--- config.mk ---
export PLATFORM = sky130hd
export DESIGN_NAME = boot_loader
export DESIGN_NICKNAME = d
export VERILOG_FILES = /design/src/rtl/boot_loader_pkg.sv /design/src/rtl/loader_addr_cnt.sv /design/src/rtl/boot_loader.sv
export SDC_FILE = /design/constraint.sdc
export NUM_CORES = 1
export LEC_CHECK = 0
export CAP_MARGIN = 20
export CORE_UTILIZATION = 30
export DETAILED_ROUTE_END_ITERATION = 10
export GPL_TIMING_DRIVEN = 0
export SLEW_MARGIN = 20
export SYNTH_ARGS = -nofsm -noshare
export SYNTH_HDL_FRONTEND = slang
export SYNTH_SLANG_ARGS = --single-unit
--- constraint.sdc ---
create_clock -name clk -period 3.6 [get_ports clk]
set_input_delay 0.54 -clock clk [delete_from_list [all_inputs] [get_ports clk]]
set_output_delay 0.54 -clock clk [all_outputs]
set_load 0.005 [all_outputs]
--- src/rtl/boot_loader_pkg.sv ---
// Shared types and constants for the boot loader.
// Imported by the loader top and its address counter.
package boot_loader_pkg;

    localparam int DATA_W_DEF = 32;
    localparam int ADDR_W_DEF = 7;
    localparam int MEM_DEPTH  = 128;

    typedef enum logic [1:0] {
        IDLE   = 2'd0,
        LOAD_I = 2'd1,
        LOAD_D = 2'd2,
        RUN    = 2'd3
    } state_e;

endpackage

--- src/rtl/loader_addr_cnt.sv ---
// Write-address counter for the boot loader.
// Clear has priority over increment; last_o flags the final word.
module loader_addr_cnt
    import boot_loader_pkg::*;
#(
    parameter int ADDR_W = ADDR_W_DEF
) (
    input  logic              clk,
    input  logic              rst_n,
    input  logic              clr_i,
    input  logic              inc_i,
    input  logic [ADDR_W:0]   len_i,
    output logic [ADDR_W-1:0] cnt_o,
    output logic              last_o
);

    logic [ADDR_W-1:0] cnt_q;

    localparam logic [ADDR_W:0] ONE = {{ADDR_W{1'b0}}, 1'b1};

    // Count accepted words, restarting whenever a phase begins or ends.
    always_ff @(posedge clk or negedge rst_n) begin
        if (!rst_n) begin
            cnt_q <= '0;
        end else if (clr_i) begin
            cnt_q <= '0;
        end else if (inc_i) begin
            cnt_q <= cnt_q + 1'b1;
        end
    end

    assign cnt_o  = cnt_q;
    assign last_o = (({1'b0, cnt_q} + ONE) == len_i);

endmodule

--- src/rtl/boot_loader.sv ---
// Boot loader: streams host words into instruction then data memory,
// then releases the processor until halted.
module boot_loader
    import boot_loader_pkg::*;
#(
    parameter int DATA_W = DATA_W_DEF,
    parameter int ADDR_W = ADDR_W_DEF
) (
    input  logic              clk,
    input  logic              rst_n,
    input  logic              start,
    input  logic [ADDR_W:0]   inst_len,
    input  logic [ADDR_W:0]   data_len,
    input  logic              host_valid,
    input  logic [DATA_W-1:0] host_data,
    output logic              host_ready,
    input  logic              halt,
    output logic [DATA_W-1:0] instruction,
    output logic [ADDR_W-1:0] instructionAddress,
    output logic              inst_we,
    output logic [DATA_W-1:0] data,
    output logic [ADDR_W-1:0] dataAddress,
    output logic              writeEnable,
    output logic              cpu_run,
    output logic              busy,
    output logic              error
);

    localparam logic [ADDR_W:0] DEPTH = {1'b1, {ADDR_W{1'b0}}};

    state_e            state_q;
    logic [ADDR_W:0]   ilen_q;
    logic [ADDR_W:0]   dlen_q;
    logic              err_q;
    logic              iwe_q;
    logic [DATA_W-1:0] iword_q;
    logic [ADDR_W-1:0] iaddr_q;
    logic              dwe_q;
    logic [DATA_W-1:0] dword_q;
    logic [ADDR_W-1:0] daddr_q;

    logic              beat;
    logic              len_bad;
    logic [ADDR_W:0]   len_sel;
    logic              cnt_clr;
    logic [ADDR_W-1:0] cnt;
    logic              cnt_last;

    // Handshake and counter control derived from the current state.
    always_comb begin
        host_ready = (state_q == LOAD_I) || (state_q == LOAD_D);
        busy       = host_ready;
        cpu_run    = (state_q == RUN);
        beat       = host_valid && host_ready;
        len_bad    = (inst_len > DEPTH) || (data_len > DEPTH);
        len_sel    = (state_q == LOAD_D) ? dlen_q : ilen_q;
        cnt_clr    = halt || !host_ready || (beat && cnt_last);
    end

    loader_addr_cnt #(
        .ADDR_W (ADDR_W)
    ) u_cnt (
        .clk    (clk),
        .rst_n  (rst_n),
        .clr_i  (cnt_clr),
        .inc_i  (beat),
        .len_i  (len_sel),
        .cnt_o  (cnt),
        .last_o (cnt_last)
    );

    // Loader FSM with registered write ports; halt overrides any transition.
    always_ff @(posedge clk or negedge rst_n) begin
        if (!rst_n) begin
            state_q <= IDLE;
            ilen_q  <= '0;
            dlen_q  <= '0;
            err_q   <= 1'b0;
            iwe_q   <= 1'b0;
            iword_q <= '0;
            iaddr_q <= '0;
            dwe_q   <= 1'b0;
            dword_q <= '0;
            daddr_q <= '0;
        end else begin
            iwe_q <= 1'b0;
            dwe_q <= 1'b0;
            unique case (state_q)
                IDLE: begin
                    if (!halt && start) begin
                        if (len_bad) begin
                            err_q <= 1'b1;
                        end else begin
                            err_q  <= 1'b0;
                            ilen_q <= inst_len;
                            dlen_q <= data_len;
                            if (inst_len != '0) begin
                                state_q <= LOAD_I;
                            end else if (data_len != '0) begin
                                state_q <= LOAD_D;
                            end else begin
                                state_q <= RUN;
                            end
                        end
                    end
                end
                LOAD_I: begin
                    if (beat) begin
                        iwe_q   <= 1'b1;
                        iword_q <= host_data;
                        iaddr_q <= cnt;
                        if (cnt_last) begin
                            state_q <= (dlen_q != '0) ? LOAD_D : RUN;
                        end
                    end
                    if (halt) begin
                        state_q <= IDLE;
                    end
                end
                LOAD_D: begin
                    if (beat) begin
                        dwe_q   <= 1'b1;
                        dword_q <= host_data;
                        daddr_q <= cnt;
                        if (cnt_last) begin
                            state_q <= RUN;
                        end
                    end
                    if (halt) begin
                        state_q <= IDLE;
                    end
                end
                RUN: begin
                    if (halt) begin
                        state_q <= IDLE;
                    end
                end
                default: state_q <= IDLE;
            endcase
        end
    end

    assign instruction        = iword_q;
    assign instructionAddress = iaddr_q;
    assign inst_we            = iwe_q;
    assign data               = dword_q;
    assign dataAddress        = daddr_q;
    assign writeEnable        = dwe_q;
    assign error              = err_q;

endmodule

==> flow_metrics.tcl <==
set metrics [dict create \
    die_h_um 125 \
    core_mm2 0.0146 \
    wl_met2_um 5300 \
    drtAntennaViolNets 0 \
    numPortBuffers 136 \
    status "finished, violations left" \
    synth_area_leaders "dfrtp_1, mux2_2, mux2i_1" \
    synth_nets 389 \
    clkSinkCount 106 \
    power.density_mw_per_mm2 794 \
    startpoint "state_q[0]$_DFFE_PN0P_" \
    cts-root-buf "clkbuf_16" \
    cp-start-kind "flop" \
    cts_tree "built" \
    synth_edf_count 0 \
    crit_fanout 10 \
    ys_seq_area_share_pct 58.4 \
    final_cells 668 \
    routedWlPerCell_um 16.0 \
    synthArstFlopShare_pct 100 \
    relSlewSlack_pct 57.5 \
    drtIter0Drc 127 \
    synth_area_per_cell_um2 13.7 \
    track_usage_pct 14.7 \
    fin_crit_sh_pct 76.7 \
    fillers 1368 \
    place_hpwl_um 7840 \
    endpoint_kind "flop" \
    worstPathRequired_ps 3860 \
    max_cap_violations 0 \
    synth.most_common_cell "dfrtp_1" \
    nets 537 \
    yosysTopAreaCell "dfrtp_1" \
    dr.max_layer_used "met4" \
    drive_gt1_share_pct 25.4 \
    grt_pass1_vias 3424 \
    vdd_drop_max_mv 0.353 \
    wl_met3_um 634 \
    synth_common_cells "dfrtp_1, mux2_2, nand2_1" \
    htreeDepth 3 \
    cts_hold_buf 0 \
    power_leakage_nw 2.80 \
    drc_errors 15 \
    hold_path_class "primary input to asynchronous set/reset pin" \
    combPwrFrac_pct 40.5 \
    syn2layout_area_growth_pct 43.2 \
    dp.cells 652 \
    setup_tns_ps 0 \
    die_area_mm2 0.0156 \
    yosysUniqueCellTypes 35 \
    ys_ff_latch 106 \
    r2r_start "state_q[0]$_DFFE_PN0P_" \
    p_sw_mw 1.45 \
    synth.cell_area_mm2 0.00454 \
    finalHoldViolCount 0 \
    worstSetupPathType "flop to flop" \
    failed_checks "design-rule violations" \
    seqPwrFrac_pct 38.2 \
    final.min_clock_period_ps 2760 \
    wl_met1_um 4580 \
    antenna_cells 0 \
    path_clk_slew_ps 70 \
    grt_overflow_total 0 \
    fin_worst_skew_ps 6.40 \
    swShare_pct 28.1 \
    cts_resized 0 \
    yosysWarnings 0 \
    antenna_found_initial 0 \
    start_util_pct 31.0 \
    finalMaxSlewViolations 0 \
    routed_via_density 4.67 \
    p_int_mw 3.71 \
    drt-total-wl_um 10700 \
    rsz0062_at_grt "false" \
    rows 44 \
    cts_buffer_depth 2 \
    clock_latency_ps 350 \
    synthFlopType "dfrtp_1" \
    top_level_ports 137 \
    grt_max_degree 60 \
    place.gp.congestion 0.743 \
    setup_viol 0 \
    fmax_mhz 362 \
    worstPathArrival_ps 3030 \
    synth.top_cell.area_share_pct 58.4 \
    cts_buffers 9 \
    grt_pass1_wl_um 18100 \
    p_clk_share_pct 21.3 \
    vias 3120 \
    die_w_um 125 \
    synthCells 331 \
    reg2reg_depth 11 \
    postCtsSetupRepairBufs 0 \
    first_pass_iters 8 \
    tightest_slew_ps 638 \
]
power by group through the flow:
stage,Combinational [mW],Sequential (mW),Clock [mW]
finish,2.09,1.97,1.10
floorplan,0.952,1.97,0
detailed placement,2.12,1.99,0
global route,2.26,2.05,1.17
CTS,2.13,1.98,1.13
global placement,2.09,1.96,0
worst paths after layout:
kind,end,slack [ps]
worst min register to register,data[18]$_DFFE_PN0P_,510
worst min-delay path,dataAddress[2]$_DFFE_PN0P_,110
worst max register to register,state_q[0]$_DFFE_PN0P_,840
max in group asynchronous,instruction[26]$_DFFE_PN0P_,2820
worst max-delay path,state_q[0]$_DFFE_PN0P_,840
min in group clk,data[18]$_DFFE_PN0P_,510
through the flow:
stage	area, µm²	setup slack [ps]	hold WS, ps	utilization [%]	power [mW]
6_report	6500	839	114	44.4	5.16
5_1_grt	6500	595	150	44.4	5.48
4_1_cts	6500	810	128	44.4	5.24
3_5_place_dp	6160	838	492	42.1	4.11
3_3_place_gp	6130	-2070	489	41.9	4.05
2_1_floorplan	4540	1090	244	-	2.92
sequential cells by signal, indices dropped and copies added, names as in the netlist:
signal and cells:
dlen_q 8, writeEnable 1, inst_we 1, dataAddress 7, data 32, error 1, ilen_q 8, u_cnt.cnt_o 7
state_q 2, instructionAddress 7, instruction 32
critical path, cell delays in order, from the launching register on:
cell,delay (ps)
dfrtp_1,400
inv_1,110
ha_1,210
buf_6,180
mux2i_1,230
xnor2_1,180
xor2_1,170
a31oi_1,100
or4_1,540
buf_6,170
a21boi_4,170
mux2i_1,210
layout by cell type, fill, tap and decap left out, drive strengths merged:
cell type and count:
mux2 94, or4 1, a2bb2oi 2, a21oi 10
nand4 2, nand3 6, nand2 15, nand2b 5
clkdlybuf4s50 135, xor2 3, buf 12, clkinv 3
nor2b 6, clkbuf 19, nor3 5, a41oi 1
nand3b 2, a21boi 1, mux2i 11, ha 5
bufinv 2, a22oi 1, a21o 1, o21ai 4
nor4 3, a31oi 1, o31ai 1, xnor2 7
dfrtp 106, inv 6, and3 3, nor2 11
cells by family (layout without fill, tap and decap cells):
kind of cell	Yosys count	after routing	synth area share (%)
flip-flops	106	106	58.4
AND/OR/NAND/NOR	59	59	6.50
XOR/XNOR	10	10	1.93
multiplexers	105	105	25.7
adder cells (fa/ha/maj)	5	5	1.38
AO/OA/AOI/OAI	22	22	3.42
buffers and inverters	24	177	2.62
per-layer routing:
layer / track usage, % / vias to the layer above
met5: 0 / -
met3: 4.36 / 13
met4: 6.38 / 0
li1: - / 1448
met1: 17.5 / 1588
met2: 24.5 / 71
cell type report:
type	count	area, µm²	share of cell area, %
sequential	106	2650	40.8
multi-input combinational	201	1770	27.2
timing repair buffer	137	1390	21.4
clock buffer	11	253	3.89
tap	184	230	3.54
buffer	18	96.3	1.48
clock inverter	5	86.3	1.33
inverter	6	22.5	0.346
(Power assumes the default switching activity.)
==> variant 1 (config.mk and constraints unchanged) <==
Make the reset (`rst_n`) synchronous in 2 clocked blocks.
--- a/src/rtl/loader_addr_cnt.sv
+++ b/src/rtl/loader_addr_cnt.sv
@@ -19,7 +19,7 @@
     localparam logic [ADDR_W:0] ONE = {{ADDR_W{1'b0}}, 1'b1};
 
     // Count accepted words, restarting whenever a phase begins or ends.
-    always_ff @(posedge clk or negedge rst_n) begin
+    always_ff @(posedge clk) begin
         if (!rst_n) begin
             cnt_q <= '0;
         end else if (clr_i) begin
--- a/src/rtl/boot_loader.sv
+++ b/src/rtl/boot_loader.sv
@@ -70,7 +70,7 @@
     );
 
     // Loader FSM with registered write ports; halt overrides any transition.
-    always_ff @(posedge clk or negedge rst_n) begin
+    always_ff @(posedge clk) begin
         if (!rst_n) begin
             state_q <= IDLE;
             ilen_q  <= '0;
Formal check against the unedited RTL: differs if rst_n is asserted again (counterexample within 4 cycles, from zero or initial values and one cycle with rst_n low); with rst_n held inactive, the same outputs for 4 cycles.
==> variant 1 against the unedited design <==
  * The flow still finishes with violations (DRC)
  * Sequential cell count unchanged
  * Die area increased by 0.33%
  * Setup slack improved by 160 ps
  * Design area decreased by 0.94%
  * Wire length increased by 21%
  * Synthesized area increased by 0.33%
Power is not compared: it rests on default switching activity, and its combinational part moved more than twofold at a synthesized area within 25%.
==> variant 1: results (changes against the unedited design) <==
stage	metric	value	unit	change
outcome	status	complete, but fails checks		
outcome	violated checks	DRC		
setup_path	Critical Path Fanout Max	8		-2
cells_and_area	post-route cell area	0.00644	mm²	-0.94%
drt	M1 wire length	5900	µm	+29%
drt	Routed WL	12900	µm	+21%
sta	final period utilization	72.2	%	-4.5 points
synthesis	Synth async-reset ratio	0	%	-100 points
grt	M3 GR Usage	4.32	%	-0.043 points
drt	met3 routed WL	632	µm	-0.32%
cells_and_area	clock buffers	12		+1
grt	met1 GRT Util	20.1	%	+2.5 points
synthesis	number of library cell types mapped by synthesis	46		+31%
cells_and_area	multi-input gates	373		+86%
sta	Clock Skew	7.28	ps	+0.881 ps
drt	wire length per cell	15.0	µm	-6.2%
drt	First-pass DRT Iterations	9		+1
placed_design	hpwl dp	9770	µm	+25%
synthesis	mux contribution to synthesized area	5.80	%	-20 points
synthesis	Synthesized Nets	581		+49%
placed_design	Cells after DPL	842		+29%
synthesis	complex-gate fraction of the synthesized area	16.2	%	+13 points
cells_and_area	Signal buffers	173		+12%
grt	vias in the first global route	4033		+18%
drt	DRC viols	8		-7
cells_and_area	Seq cells	106		unchanged
cells_and_area	Register Area	0.00212	mm²	-20%
setup_path	WP data arrival	2060	ps	-970 ps
cells_and_area	fraction of layout instances using a drive strength above 1	5.04	%	-20 points
cells_and_area	Clock-cell share	4.53	%	-0.69 points
==> variant 1: critical path: stages, from the launching register on <==
cell	delay (ps)
dfxtp_1	420
inv_1	120
ha_1	490
buf_4	180
clkdlybuf4s50_1	500
==> variant 1: worst paths after layout <==
kind | startpoint | to | depth (start not counted)
worst max-delay path | state_q[1] | host_ready | 4
worst min-delay path | data[15] | data[15] | 2
worst max register to register | state_q[0] | state_q[1] | 10
worst min register to register | data[15] | data[15] | 2
==> variant 1: power breakdown <==
part           internal, mW  total, mW  switching (mW)  leakage, nW
Combinational         0.255      0.512           0.257         1.24
Sequential             1.23       1.26          0.0355        0.856
Clock                 0.514      0.968           0.454        0.137
==> variant 1: cell families after synthesis <==
| logic type | after synthesis |
|---|---|
| AOI/OAI and AO/OA | 97 |
| muxes | 25 |
| DFF | 106 |
| adders and majority gates | 6 |
| xor gates and xnor gates | 16 |
| buffers and inverters | 43 |
| and+or+nand+nor | 229 |
==> variant 2 (same settings) <==
Without the edit above. Set the package constant `DATA_W_DEF` to 24 (it was 32).
--- a/src/rtl/boot_loader_pkg.sv
+++ b/src/rtl/boot_loader_pkg.sv
@@ -2,7 +2,7 @@
 // Imported by the loader top and its address counter.
 package boot_loader_pkg;
 
-    localparam int DATA_W_DEF = 32;
+    localparam int DATA_W_DEF = 24;
     localparam int ADDR_W_DEF = 7;
     localparam int MEM_DEPTH  = 128;
 
Ports: changed (resized data, host_data and instruction); port bits go from 137 to 113. No check against the original RTL was run, so the function may have changed too.
==> variant 2 against the unedited design <==
  * Synthesized area decreased by 12%
  * Via count fell by 11%
  * Design area fell by 12%
  * Combinational power decreased by 16%
  * Critical path depth decreased by 1
  * Sequential cell count decreased by 16
  * Wire length shrank 13%
  * Die area fell by 11%
  * Clock skew is 2.4 ps lower
  * Total power down 15%
  * Global-route usage fell by 0.27 points
  * Setup slack got worse by 110 ps
  * Sequential power shrank 17%
  * Critical endpoint is now state_q[1]
==> variant 2: results (changes against the unedited design) <==
stage	metric	value	unit	change
pwr	overall power	4.38	mW	-15%
grt	first-pass GRT wire length	15600	µm	-14%
synthesis	register area share after synthesis	56.1	%	-2.3 points
placed_design	RePlAce Congestion	0.789		+6.3%
pwr	worst vdd ir	0.000531	V	+51%
sta	slew at the pin with the worst max-slew slack	713	ps	+74.5 ps
cells_and_area	Post-Layout Cell Count	604		-9.6%
synthesis	Synth async-reset ratio	100	%	unchanged
clock_network	worst skew pair latency	340	ps	
cells_and_area	fillers	1232		-9.9%
placed_design	hpwl dp	6770	µm	-14%
placed_design	Cells after DPL	588		-9.8%
synthesis	Warnings, synthesis	0		unchanged
placed_design	I/O Buffers	112		-18%
cells_and_area	post-layout util	44.4	%	about the same
pwr	sequential share of power	37.3	%	-0.9 points
sta	Clock Skew	3.99	ps	-2.41 ps
grt	initial antenna violation count	0		unchanged
setup_path	WP data arrival	3110	ps	+80 ps
synthesis	number of library cell types mapped by synthesis	43		+23%
synthesis	Synthesized Nets	353		-9.3%
cells_and_area	fraction of layout instances using a drive strength above 1	23.6	%	-1.8 points
clock_network	CTS Buffer Depth	2		unchanged
outcome	status	finished clean		
pwr	Clk pwr share	22.8	%	+1.5 points
cells_and_area	diode count	0		unchanged
clock_network	Num CTS Buffers	9		unchanged
pwr	leakage	2.41	nW	-14%
placed_design	pre-CTS WS	459	ps	-380 ps
sta	Slew Viols, Final	0		unchanged
cells_and_area	fin nets	477		-11%
hold_path	type of the worst min-delay path	input pin to async pin		
grt	vias in the first global route	3020		-12%
drt	wire length per cell	15.4	µm	-3.7%
drt	via/cell ratio	4.62		-1.0%
synthesis	top cells by area, synth	dfrtp_1 56%, mux2_2 22%, mux2i_1 2.7%, nand2b_1 1.7%, ha_1 1.6%		
grt	GRT Overall Usage	14.4	%	-0.27 points
clock_network	# resized after CTS	0		unchanged
clock_network	clk root buf	clkbuf_16		
grt	largest net degree at the start of global routing	52		-13%
setup_path	Critical Path Fanout Max	10		unchanged
synthesis	Cells after Synth	303		-8.5%
drt	First-pass DRT Iterations	4		-4
clock_network	Worst-path clk slew	60	ps	
placed_design	Post-DP Area	0.00538	mm²	-13%
synthesis	most frequent cells after synthesis	90 x dfrtp_1, 77 x mux2_2, 13 x nand2_1, 11 x mux2i_1, 11 x nand2b_1		
clock_network	htree depth	3		unchanged
pwr	Sw Pwr	1.25	mW	-14%
drt	initial detailed-routing violation count	112		-12%
clock_network	# Post-CTS Setup Buffers	0		unchanged
variant 2: changes by cell type in the layout (fill, tap and decap cells not counted), moves of 3 or more:
| cell | delta |
|---|---|
| o21ai_0 | +6 |
| clkinv_4 | -3 |
| dfrtp_1 | -16 |
| nor2b_1 | -4 |
| nand2b_1 | +6 |
| mux2_2 | -17 |
| clkdlybuf4s50_1 | -24 |
| nor2_1 | -6 |
| nor3_1 | -3 |
variant 2: final cells by class:
type                       instances  area share (%)
sequential                        90            39.5
multi-input combinational        191            29.0
timing repair buffer             113            20.2
clock buffer                      11            4.26
tap                              172            3.78
buffer                            15            1.45
clock inverter                     5            1.36
inverter                           7           0.461
variant 2: final timing paths:
check	start	to	slack, ps	cells past startpoint
setup / recovery	state_q[0]	state_q[1]	730	10
min in group clk	data[0]	data[0]	500	1
hold / removal	rst_n	instruction[0]	100	1
hold reg to reg	data[0]	data[0]	500	1
max in group asynchronous	rst_n	u_cnt.cnt_o[3]	2910	2
setup reg to reg	state_q[0]	state_q[1]	730	10
variant 2: cell families after synthesis:
logic type | count (synthesis) | synth area share [%]
compound gates | 32 | 4.99
xor+xnor | 11 | 2.59
fa+ha+maj | 5 | 1.56
buf+inv | 22 | 2.71
flops | 90 | 56.1
mux | 88 | 24.4
simple gates | 55 | 7.64
variant 2: critical path: stages, from the launching register on:
cell and delay [ps]:
dfrtp_1 440, inv_1 110, ha_1 230, buf_6 180, mux2i_1 240, xor2_1 80, or4_1 480, or4_4 430
buf_6 150, or2_0 190, a311oi_1 240
variant 2: metal layers:
metal / vias up / wire (µm) / GRT usage (%) / share of wire [%]
met5: - / 0 / 0 / 0
met4: 0 / 98 / 4.01 / 1.1
met3: 8 / 614 / 6.10 / 6.6
met2: 65 / 4660 / 24.2 / 50
met1: 1392 / 3940 / 16.7 / 42
li1: 1327 / - / - / -
